--- src/rtl/pipeline_pkg.sv ---
// Shared types and constants for the dot-product pipeline initiator.
package pipeline_pkg;

  localparam int DEF_W     = 32;
  localparam int DEF_LAT   = 2;
  localparam int DEF_SET_W = 4 * DEF_W;

  typedef struct packed {
    logic [DEF_W-1:0] a1;
    logic [DEF_W-1:0] b1;
    logic [DEF_W-1:0] a2;
    logic [DEF_W-1:0] b2;
  } operand_t;

  function automatic int clog2(input int n);
    int r;
    r = 0;
    for (int i = 0; i < 32; i++) begin
      if ((1 << r) < n) r++;
    end
    return r;
  endfunction

endpackage

--- src/rtl/sync_fifo.sv ---
// Single-clock FIFO with wrap-bit pointers; head data is read straight from storage.
module sync_fifo
  import pipeline_pkg::*;
#(
  parameter int DW    = 8,
  parameter int DEPTH = 4
) (
  input  logic                    clk,
  input  logic                    rst_n,
  input  logic                    push,
  input  logic                    pop,
  input  logic [DW-1:0]           din,
  output logic [DW-1:0]           dout,
  output logic                    full,
  output logic                    empty,
  output logic [clog2(DEPTH):0]   count
);

  localparam int AW = clog2(DEPTH);

  logic [DW-1:0] mem [DEPTH];
  logic [AW:0]   wptr;
  logic [AW:0]   rptr;
  logic          do_push;
  logic          do_pop;

  // A push into a full FIFO is only taken when the head leaves at the same edge.
  assign do_push = push && (!full || pop);
  assign do_pop  = pop && !empty;

  assign empty = (wptr == rptr);
  assign full  = (wptr[AW] != rptr[AW]) && (wptr[AW-1:0] == rptr[AW-1:0]);
  assign count = wptr - rptr;
  assign dout  = mem[rptr[AW-1:0]];

  always_ff @(posedge clk) begin
    if (!rst_n) begin
      wptr <= '0;
      rptr <= '0;
    end else begin
      if (do_push) wptr <= wptr + 1'b1;
      if (do_pop)  rptr <= rptr + 1'b1;
    end
  end

  always_ff @(posedge clk) begin
    if (do_push) mem[wptr[AW-1:0]] <= din;
  end

endmodule

--- src/rtl/pipeline_driver.sv ---
// Feeds operand sets into a fixed-latency dot-product pipeline and returns results
// in order, using credits so the result FIFO can never overflow.
module pipeline_driver
  import pipeline_pkg::*;
#(
  parameter int W         = DEF_W,
  parameter int LAT       = DEF_LAT,
  parameter int IN_DEPTH  = 4,
  parameter int RES_DEPTH = 4
) (
  input  logic         clk,
  input  logic         rst_n,
  input  logic         in_valid,
  output logic         in_ready,
  input  logic [W-1:0] in_a1,
  input  logic [W-1:0] in_b1,
  input  logic [W-1:0] in_a2,
  input  logic [W-1:0] in_b2,
  output logic [W-1:0] pipe_a1,
  output logic [W-1:0] pipe_b1,
  output logic [W-1:0] pipe_a2,
  output logic [W-1:0] pipe_b2,
  input  logic [W-1:0] pipe_c,
  output logic         out_valid,
  input  logic         out_ready,
  output logic [W-1:0] out_c,
  output logic         busy
);

  localparam int SET_W = 4 * W;
  localparam int IAW   = clog2(IN_DEPTH);
  localparam int RAW   = clog2(RES_DEPTH);
  localparam int CW    = RAW + 1;

  logic             running;
  logic             in_push;
  logic             in_full;
  logic             in_empty;
  logic [IAW:0]     in_count;
  logic [SET_W-1:0] in_head;
  logic             res_push;
  logic             res_pop;
  logic             res_full;
  logic             res_empty;
  logic [RAW:0]     res_count;
  logic [LAT-1:0]   tracker;
  logic [CW-1:0]    credits;
  logic             issue;

  // Both streams: a transfer happens at a posedge where valid and ready are both 1;
  // valid never waits on ready, and payload is stable while valid is held.
  assign in_ready  = running && !in_full;
  assign in_push   = in_valid && in_ready;
  assign issue     = !in_empty && (credits != '0);
  assign res_push  = tracker[LAT-1];
  assign out_valid = !res_empty;
  assign res_pop   = out_valid && out_ready;
  assign busy      = (in_count != '0) || (tracker != '0) || (res_count != '0);

  sync_fifo #(.DW(SET_W), .DEPTH(IN_DEPTH)) u_in_fifo (
    .clk   (clk),
    .rst_n (rst_n),
    .push  (in_push),
    .pop   (issue),
    .din   ({in_a1, in_b1, in_a2, in_b2}),
    .dout  (in_head),
    .full  (in_full),
    .empty (in_empty),
    .count (in_count)
  );

  sync_fifo #(.DW(W), .DEPTH(RES_DEPTH)) u_res_fifo (
    .clk   (clk),
    .rst_n (rst_n),
    .push  (res_push),
    .pop   (res_pop),
    .din   (pipe_c),
    .dout  (out_c),
    .full  (res_full),
    .empty (res_empty),
    .count (res_count)
  );

  always_ff @(posedge clk) begin
    if (!rst_n) begin
      running <= 1'b0;
      tracker <= '0;
      credits <= CW'(RES_DEPTH);
      pipe_a1 <= '0;
      pipe_b1 <= '0;
      pipe_a2 <= '0;
      pipe_b2 <= '0;
    end else begin
      running <= 1'b1;
      tracker <= (tracker << 1) | LAT'(issue);
      if (issue) begin
        {pipe_a1, pipe_b1, pipe_a2, pipe_b2} <= in_head;
      end else begin
        {pipe_a1, pipe_b1, pipe_a2, pipe_b2} <= '0;
      end
      // A credit is held from issue until the result leaves the result FIFO.
      case ({issue, res_pop})
        2'b10:   credits <= credits - 1'b1;
        2'b01:   credits <= credits + 1'b1;
        default: credits <= credits;
      endcase
    end
  end

  a_res_no_overflow: assert property (@(posedge clk) disable iff (!rst_n)
    !(res_push && res_full && !res_pop));

endmodule

--- config.mk ---
export PLATFORM = sky130hd
export DESIGN_NAME = pipeline_driver
export DESIGN_NICKNAME = d
export VERILOG_FILES = /design/src/rtl/pipeline_pkg.sv /design/src/rtl/sync_fifo.sv /design/src/rtl/pipeline_driver.sv
export SDC_FILE = /design/constraint.sdc
export NUM_CORES = 1
export LEC_CHECK = 0
export CAP_MARGIN = 25
export CORE_ASPECT_RATIO = 1.1
export CORE_MARGIN = 8
export CORE_UTILIZATION = 35
export CTS_BUF_LIST = sky130_fd_sc_hd__clkbuf_16
export CTS_CLUSTER_DIAMETER = 80
export DETAILED_ROUTE_END_ITERATION = 10
export PLACE_DENSITY = 0.56
export SLEW_MARGIN = 20
export SYNTH_ARGS = -nofsm -noshare
export SYNTH_HDL_FRONTEND = slang
export SYNTH_SLANG_ARGS = --single-unit
--- constraint.sdc ---
create_clock -name clk -period 7.18 [get_ports clk]
set_clock_uncertainty 0.2 [all_clocks]
set_input_delay 2.154 -clock clk [delete_from_list [all_inputs] [get_ports clk]]
set_output_delay 2.154 -clock clk [all_outputs]
set_load 0.02 [all_outputs]
==> impl_metrics.toml, run 1 <==
[outcome]
status = "completed"

[cells_and_area]
area_growth_pct = 25.97
fin_util = 0.4448
fin_area_sq_um = 35040
fin_nets = 1799
nFillCells = 6731
layout-drive-gt1-share = 0.1831

[timing]
finalMaxSlewViolations = 0
rsz0062_at_grt = "false"
worst-slew-pin-transition_ns = 0.9239
setup_slack_ns = 1.823
post-route-min-period_ns = 5.357
fmax_mhz = 186.7
final-setup-viol-count = 0
tns_ns = 0
relSlewSlack = 0.3841
hold_viol = 0
fin_crit_sh = 0.7461

[worst_hold_path]
min_to = "tracker[1]"
min_from = "tracker[0]"
whs_path_depth = 1
hp-class = "reg2reg"

[clock_network]
numCtsBuffers = 83
cts_max_level = 3
clk_latency_ns = 0.63
cts_resized = 0
cts.sinks = 788
clockRootBuffer = "clkbuf_16"
cts_tree = "built"
clk_pin_slew_worst_paths_ns = 0.06
cts_setup_buffers = 0
cts_buffer_depth = 3
ctsHoldBuffers = 0

[synth]
synth_seq_cells = 788
synth.avg_cell_area_sq_um = 22.41
synthFlopType = "edfxtp_1"
synthDistinctLibCells = 40
synth-async-reset-ratio = 0
yosys.area.top_type = "edfxtp_1"
synthTopCellsByCount = "edfxtp_1 (640), mux4_2 (160), dfxtp_1 (148)"
synth_top_area_frac = 0.6909
yosysMostFrequentCell = "edfxtp_1"
synth_seq_area_share = 0.7974
synth_area_leaders = "edfxtp_1 (69%), mux4_2 (13%), dfxtp_1 (11%)"
synth-edff-count = 640
synth_area_sq_um = 27820
yosysWarnings = 0
synthesis.instances = 1241
syn_nets = 1421

[global_route]
grtUsageTotal = 0.1334
overflow = 0
grt_max_degree = 130
grt_pass1_wl_mm = 90.35
antenna_found_initial = 17
grt_pass1_vias = 13930

[die]
start_util = 0.3531
rows = 108
dieArea_sq_um = 88760
io-pin-count = 327
die-width_microns = 284.8
die_h_microns = 311.7
coreArea_sq_um = 78780

[power]
leakage_nw = 11.31
irDropWorstVdd_v = 0.0002406
p_per_area_nw_per_um2 = 343.9

[placement]
port-buffer-count = 326
routabilityCongestion = 0.7049
place_area_sq_um = 32250
hpwlAfterDp_mm = 36.09
dp_worst_setup_slack_ns = 2.245

[route]
drt-wirelength-per-cell_microns = 21.85
first_pass_iters = 4
drc_errors = 0
drt_iter0_drc = 722
drt.antenna.violating_nets = 0
drt-total-wl_mm = 59.82
num_vias = 12790
vias_per_cell = 4.672

[worst_setup_path]
r2r_cells = 6
critPathMaxFanout = 30
critical_path_class = "reg2out"
reg2reg_to = "u_in_fifo.mem[1][98]"
startpoint_type = "flip-flop"
cp_data_required_time_ns = 4.83
r2r_start = "u_in_fifo.rptr[1]"
crit_arrival_ns = 3.00
rrSetupSlack_ns = 3.62
end_kind = "primary output"

[flow_run]
max_cap_viol_count = 0
layout by cell type, fill, tap and decap left out, types with 3 or more instances in the layout:
master,netlist,routed
nand2_1,20,20
and2b_1,7,7
nand2b_1,6,6
clkdlybuf4s50_1,0,325
xnor2_1,3,3
clkinv_1,0,13
dfxtp_1,148,145
inv_1,13,38
clkinv_2,0,9
and2_1,10,7
mux4_2,160,160
nor2b_1,121,121
nand3_1,3,3
clkbuf_16,0,84
clkinvlp_4,0,4
a21oi_1,3,3
buf_4,1,15
bufinv_16,0,9
mux2i_1,12,12
clkinv_16,0,4
buf_12,0,6
ha_1,15,15
edfxtp_1,640,640
and2_4,0,3
diode_2,0,5
critical path, stage by stage (launching register included):
cell and delay (ns):
dfxtp_4 0.64, inv_1 0.09, ha_1 0.31, nand2_1 0.19
nor4_1 0.27, o221ai_1 0.25, clkdlybuf4s50_1 0.61
cell families (layout without fill, tap and decap cells):
logic type / count (synthesis) / count (layout) / share of synthesized area
DFF: 788 / 788 / 0.7974
and+or+nand+nor: 176 / 176 / 0.03832
muxes: 172 / 172 / 0.1339
buffers and inverters: 67 / 514 / 0.01624
adders and majority gates: 16 / 16 / 0.007467
AOI/OAI and AO/OA: 16 / 16 / 0.004543
xor gates and xnor gates: 6 / 6 / 0.002159
other: 0 / 5 / 0
cell type report:
type	count	area, sq um	area share
diodes	5	12.51	0.0003571
clock buffers	84	2102	0.05999
multi-input cells	386	5209	0.1487
inverters	13	48.80	0.001393
flip-flops and latches	788	22190	0.6333
well taps	1045	1308	0.03731
clock inverters	70	679.4	0.01939
repair buffers	347	3491	0.09962
flip-flops by register name (all words and copies together), names as in the netlist, 32 cells and up, named ones only:
signal,flops
u_in_fifo.mem,512
u_res_fifo.mem,128
pipe_a1,32
pipe_a2,32
pipe_b1,32
pipe_b2,32
stage by stage:
step           instances  hold slack, ns  power, mW
2_1_floorplan       1241          0.2358      6.977
3_3_place_gp        2578          0.2555      7.950
3_5_place_dp        2579          0.2544      7.974
4_1_cts             2733          0.2686      12.27
5_1_grt             2733          0.2735      12.59
6_report            2738          0.2653      12.05
report_power, final:
group	internal (mW)	leakage (nW)	switching, mW	total, mW
clock network	2.48	1.43	1.77	4.25
registers	5.27	7.01	0.185	5.45
logic	1.20	2.86	1.15	2.35
worst max path at each step:
| stage | to | start |
|---|---|---|
| after floorplan | u_in_fifo.mem[0][0] | in_valid |
| after global placement | u_in_fifo.mem[1][102] | in_valid |
| after detailed placement | u_in_fifo.mem[1][61] | in_valid |
| after CTS | busy | u_in_fifo.rptr[1] |
| after global routing | busy | u_in_fifo.rptr[1] |
| final | busy | u_in_fifo.rptr[1] |
per-layer routing:
layer  vias to the layer above  GRT usage  routed length (microns)
met5                         -          0                      138
met4                        22    0.03663                     1003
met3                        90    0.05234                     5339
met2                       356     0.2161                    29090
met1                      6609     0.1659                    24250
li1                       5716          -                        -
No activity file was read; power rests on OpenSTA's default activity.
==> inputs of run 2 (changes only) <==
==> constraint.sdc (replaced) <==
create_clock -name clk -period 5.5 [get_ports clk]
set_clock_uncertainty 0.2 [all_clocks]
set_input_delay 1.65 -clock clk [delete_from_list [all_inputs] [get_ports clk]]
set_output_delay 1.65 -clock clk [all_outputs]
set_load 0.02 [all_outputs]
==> impl_metrics.toml, run 2 (synthesized netlist as in run 1, its figures left out) <==
[timing]
finalMaxSlewViolations = 0
hold_viol = 0
holdWs_ns = 0.2812
final-setup-viol-count = 0
fmax_mhz = 212.9
fin_crit_sh = 0.8538
tns_ns = 0
relSlewSlack = 0.3706
setup_slack_ns = 0.8040
post-route-min-period_ns = 4.696
rsz0062_at_grt = "false"
worst-slew-pin-transition_ns = 0.9441

[global_route]
grt_pass1_vias = 14210
grt_pass1_wl_mm = 91.29
grt_max_degree = 97
overflow = 0
antenna_found_initial = 19
grtUsageTotal = 0.1355

[placement]
routabilityCongestion = 0.7116
port-buffer-count = 326
hpwlAfterDp_mm = 37.25
dp_worst_setup_slack_ns = 1.278

[power]
switching_share = 0.2581
irDropWorstVdd_v = 0.0002966
power_frac_comb = 0.196
leakage_nw = 11.33
power.share.clock = 0.358
switchingPower_mw = 4.108
p_per_area_nw_per_um2 = 451.7
power.total_mw = 15.92
pwr-share-seq = 0.446
power.internal_mw = 11.81

[route]
drt.antenna.violating_nets = 0
drt_iter0_drc = 684
met2_length_mm = 28.94
first_pass_iters = 4
top_layer = "met5"
wl_met3_mm = 4.676
drt-total-wl_mm = 60.57
drc_errors = 0
drt-wirelength-per-cell_microns = 21.98
num_vias = 12950
vias_per_cell = 4.701
met1_length_mm = 25.50

[outcome]
status = "completed"

[clock_network]
clk_latency_ns = 0.64
clk_pin_slew_worst_paths_ns = 0.06
cts_tree = "built"
cts_setup_buffers = 0
numCtsBuffers = 83
clockRootBuffer = "clkbuf_16"
ctsHoldBuffers = 0
cts.sinks = 788
cts_max_level = 3
cts_resized = 0
cts_buffer_depth = 3

[die]
start_util = 0.3531
rows = 108
dieArea_sq_um = 88760
die-width_microns = 284.8
io-pin-count = 327
coreArea_sq_um = 78780
die_h_microns = 311.7

[cells_and_area]
largest_reg_flops = 512
final_common_cell = "edfxtp_1"
nFillCells = 6703
layout-drive-gt1-share = 0.1967
regArea_sq_um = 22190
multiInputGateArea_sq_um = 5209
area_growth_pct = 26.68
final_cell_mix = "edfxtp_1 (640), clkdlybuf4s50_1 (326), mux4_2 (160)"
fin_nets = 1807

[worst_setup_path]
cp_num_buf_inv = 2
critical_path_class = "reg2out"
cp_slowest_cell = "clkdlybuf4s50_1"
critPathMaxFanout = 17
cp_data_required_time_ns = 3.65
crit_family = "buffers and inverters"
crit_path_cell_trace = "inv_1, ha_1, nand2_1, nor4_1, o221ai_1, clkdlybuf4s50_1"
cpPeakStageDelay_ns = 0.64
startpoint_type = "flip-flop"
end_kind = "primary output"
crit_arrival_ns = 2.85

[worst_hold_path]
hp-class = "reg2reg"

[flow_run]
max_cap_viol_count = 0
run 2: layout make-up:
type,instances,share of cell area
clock inverter,72,0.02095
timing repair buffer,355,0.1025
clock buffer,84,0.05965
tap,1045,0.03710
multi-input combinational,386,0.1478
sequential,788,0.6297
antenna,12,0.0008522
inverter,13,0.001385
run 2: per-layer routing:
metal,vias up,GRT usage
met4,14,0.04541
met3,106,0.04280
met1,6737,0.1731
li1,5747,-
met2,348,0.2179
met5,-,0
run 2: through the flow:
| stage | cell area, sq um | util | instances |
|---|---|---|---|
| detailed placement | 32370 | 0.4109 | 2587 |
| CTS | 35210 | 0.4469 | 2743 |
| global route | 35220 | 0.4470 | 2746 |
| finish | 35240 | 0.4473 | 2755 |
| floorplan | 27820 | - | 1241 |
| global placement | 32340 | 0.4105 | 2586 |
run 2: power by group through the flow:
stage | Combinational (mW) | Sequential (mW) | Clock, mW
2_1_floorplan | 1.65 | 7.45 | 0
3_3_place_gp | 3.18 | 7.24 | 0
3_5_place_dp | 3.19 | 7.23 | 0
4_1_cts | 3.21 | 7.12 | 5.86
5_1_grt | 3.35 | 7.15 | 6.07
6_report | 3.12 | 7.11 | 5.69
run 2: path summary, 6_finish.rpt:
kind,startpoint,endpoint,slack (ns),cells after the start
max reg2reg,u_in_fifo.rptr[1],u_in_fifo.mem[1][39],2.44,6
min,tracker[0],tracker[1],0.28,1
max,u_in_fifo.rptr[1],busy,0.80,6
min reg2reg,tracker[0],tracker[1],0.28,1
==> inputs of run 3 (changes only) <==
--- a/config.mk
+++ b/config.mk
@@ -9,11 +9,11 @@
 export CORE_ASPECT_RATIO = 1.1
 export CORE_MARGIN = 8
 export CORE_UTILIZATION = 35
-export CTS_BUF_LIST = sky130_fd_sc_hd__clkbuf_16
 export CTS_CLUSTER_DIAMETER = 80
 export DETAILED_ROUTE_END_ITERATION = 10
 export PLACE_DENSITY = 0.56
 export SLEW_MARGIN = 20
 export SYNTH_ARGS = -nofsm -noshare
 export SYNTH_HDL_FRONTEND = slang
+export SYNTH_HIERARCHICAL = 1
 export SYNTH_SLANG_ARGS = --single-unit
==> impl_metrics.toml, run 3 <==
[die]
rows = 108
start_util = 0.3533
coreArea_sq_um = 78920
dieArea_sq_um = 88960
die_h_microns = 312.0
io-pin-count = 327
die-width_microns = 285.1

[worst_setup_path]
path_common_cell = "inv_1"
crit_family = "buffers and inverters"
crit_path_cell_trace = "inv_1, ha_1, fa_1, inv_1, nor4_1, nand2_1, clkdlybuf4s50_1"
cp_slowest_cell = "clkdlybuf4s50_1"
crit_start = "u_in_fifo/wptr[0]"
cp_num_buf_inv = 3
end_kind = "primary output"
crit_arrival_ns = 2.95
critPathMaxFanout = 4
r2r_start = "u_in_fifo/wptr[0]"
cp_data_required_time_ns = 3.65
cpPeakStageDelay_ns = 0.60
startpoint_type = "flip-flop"
critical_path_class = "reg2out"

[clock_network]
cts_buffer_depth = 3
clk_latency_ns = 0.63
numCtsBuffers = 83
cts_tree = "built"
clk_pin_slew_worst_paths_ns = 0.06
ctsHoldBuffers = 0
cts.sinks = 790
cts_resized = 0
cts_max_level = 3
cts_setup_buffers = 0
clockRootBuffer = "clkbuf_16"

[synth]
synth_area_sq_um = 27880
yosysWarnings = 6
synthesis.instances = 1261
syn_nets = 1443
synth.avg_cell_area_sq_um = 22.11

[flow_run]
max_cap_viol_count = 0

[global_route]
overflow = 0
grt_pass1_vias = 14400
grt_pass1_wl_mm = 94.14
grtUsageTotal = 0.1383
antenna_found_initial = 12
grt_max_degree = 98

[cells_and_area]
layout-drive-gt1-share = 0.1966
final_common_cell = "edfxtp_1"
fin_util = 0.4476
area_growth_pct = 26.70
final_cell_mix = "edfxtp_1 (640), clkdlybuf4s50_1 (325), mux4_2 (160)"
largest_reg_flops = 512
nFillCells = 6764
fin_nets = 1816

[placement]
routabilityCongestion = 0.7368
hpwlAfterDp_mm = 37.78
port-buffer-count = 326

[timing]
fin_crit_sh = 0.8719
finalMaxSlewViolations = 0
final-setup-viol-count = 0
rsz0062_at_grt = "false"
post-route-min-period_ns = 4.795
fmax_mhz = 208.5
hold_viol = 0
tns_ns = 0
worst-slew-pin-transition_ns = 0.9164
relSlewSlack = 0.3891

[route]
num_vias = 13250
vias_per_cell = 4.810
drt-wirelength-per-cell_microns = 22.64
first_pass_iters = 4
drt-total-wl_mm = 62.36
drt_iter0_drc = 693
drt.antenna.violating_nets = 0
drc_errors = 0

[power]
p_per_area_nw_per_um2 = 385.1
irDropWorstVdd_v = 0.0002570
leakage_nw = 11.81

[worst_hold_path]
min_from = "tracker[0]"
hp-class = "reg2reg"

[outcome]
status = "completed"
-- run 3: changes by cell type in the layout (fill, tap and decap cells not counted), sizes merged, moves of 3 or more --
cell	previous run	this run
a21oi	3	0
nor2	0	4
and2b	7	0
clkinv	41	28
clkbuf	84	103
and3	2	128
diode	12	5
nor2b	122	3
-- run 3: layout make-up --
cell class              instances  area [sq um]  area share
diodes                          5         12.51   0.0003542
clock buffers                 103          2233     0.06322
clock inverters                52         624.3     0.01767
inverters                      17         63.81    0.001806
multi-input cells             389          5228      0.1480
flip-flops and latches        790         22230      0.6293
well taps                    1045          1308     0.03701
repair buffers                353          3626      0.1026
-- run 3: worst paths after layout --
path	to	slack (ns)	depth (start not counted)
worst max-delay path	busy	0.70	7
worst min-delay path	tracker[1]	0.27	1
worst max register to register	u_in_fifo/mem[3][14]	2.07	8
worst min register to register	tracker[1]	0.27	1
-- run 3: power breakdown --
| part | switching (mW) | leakage, nW | total [mW] | internal [mW] |
|---|---|---|---|---|
| logic | 0.581 | 3.40 | 1.13 | 0.551 |
| registers | 0.0925 | 7.02 | 6.75 | 6.66 |
| clock network | 2.32 | 1.39 | 5.72 | 3.40 |
| total | 3.00 | 11.8 | 13.6 | 10.6 |
-- run 3: metal layers --
layer  GRT usage  vias to the layer above  share of wire
met5           0                        -         0.0015
met4     0.04449                       14          0.021
met3     0.03615                       92          0.057
met2      0.2370                      340           0.51
met1      0.1702                     6927           0.41
li1            -                     5874              -
-- run 3: metrics by stage --
step / std cells / power [mW] / setup slack [ns] / hold slack, ns / cell area (sq um)
3_3_place_gp: 2592 / 8.013 / 1.139 / 0.2659 / 32410
5_1_grt: 2750 / 14.10 / 0.5468 / 0.2985 / 35320
6_report: 2754 / 13.60 / 0.7048 / 0.2712 / 35330
3_5_place_dp: 2593 / 8.027 / 1.171 / 0.2627 / 32430
4_1_cts: 2748 / 13.79 / 0.6199 / 0.2799 / 35290
2_1_floorplan: 1261 / 7.488 / 1.250 / 0.2302 / 27890
==> variant, RTL diff (flow settings as in run 1) <==
The package constant `DEF_W` goes from 32 to 28.
--- a/src/rtl/pipeline_pkg.sv
+++ b/src/rtl/pipeline_pkg.sv
@@ -1,7 +1,7 @@
 // Shared types and constants for the dot-product pipeline initiator.
 package pipeline_pkg;
 
-  localparam int DEF_W     = 32;
+  localparam int DEF_W     = 28;
   localparam int DEF_LAT   = 2;
   localparam int DEF_SET_W = 4 * DEF_W;
 
Ports: changed (10 resized); port bits go from 327 to 287. No check against the original RTL was run, so the function may have changed too.
==> variant against run 1 <==
  * Sequential share of layout area shrank 0.29 points
  * Sequential cell count shrank 96
  * Area after synthesis shrank 12%
  * Largest cell class unchanged
  * Worst setup slack gained 0.044 ns
  * Final area shrank 12%
  * Non-clock buffer count shrank 50
  * Sequential power shrank 12%
  * Wire length shrank 14%
  * Utilization shrank 0.32 points
  * Total power shrank 12%
==> variant: results <==
[layout]
multi_input_gates = 350
final_nets = 1587
buffer_area_share_pct = 9.853
fin_util_pct = 44.16
num_antenna_cells = 10

[global_route]
grt_max_degree = 114
gr-usage-met2_pct = 20.72
grtUsageTotal_pct = 13.00
met3_usage_pct = 4.554

[synthesis]
synth_cell_type_count = 42
synth_nets = 1263
synth-seq-area-share_pct = 79.22
synth_edf_count = 560

[clocking]
cts_made_buffers = 73
clock_sinks = 692

[pwr]
p_leak_nw = 9.988
switchingPower_w = 0.002715
pg_seq_w = 0.00480

[detailed_routing]
viasPerCell = 4.660
met2RoutedLength_um = 24530
drt-met1-wl_um = 22250
drtIter0Drc = 806

[status]
status = "finished clean"

[worst_setup_path]
critPathMaxStageDelay_ns = 0.86
crit_family = "flip-flops"
cp.arrival_ns = 2.96

[place]
post-place-ws_ns = 2.383
[variant: cell count changes after synthesis, sizes merged]
cell	delta
buf	-8
clkbuf	+2
nor2b	-21
edfxtp	-80
and2b	+5
dfxtp	-16
mux4	-20
[variant: final timing paths]
check,endpoint,slack [ns],cells past startpoint
worst min-delay path,tracker[1],0.26,1
worst min register to register,tracker[1],0.26,1
worst max-delay path,busy,1.87,5
worst max register to register,u_in_fifo.mem[2][72],3.58,5
[variant: logic make-up (layout without fill, tap and decap cells)]
| family | count (synthesis) | count (layout) | synth area share, % |
|---|---|---|---|
| AND/OR/NAND/NOR | 160 | 160 | 4.314 |
| AO/OA/AOI/OAI | 16 | 16 | 0.5145 |
| adder cells (fa/ha/maj) | 16 | 16 | 0.8456 |
| other | 0 | 10 | 0 |
| multiplexers | 152 | 152 | 13.33 |
| flip-flops | 692 | 692 | 79.22 |
| buffers and inverters | 61 | 444 | 1.538 |
| XOR/XNOR | 6 | 6 | 0.2445 |
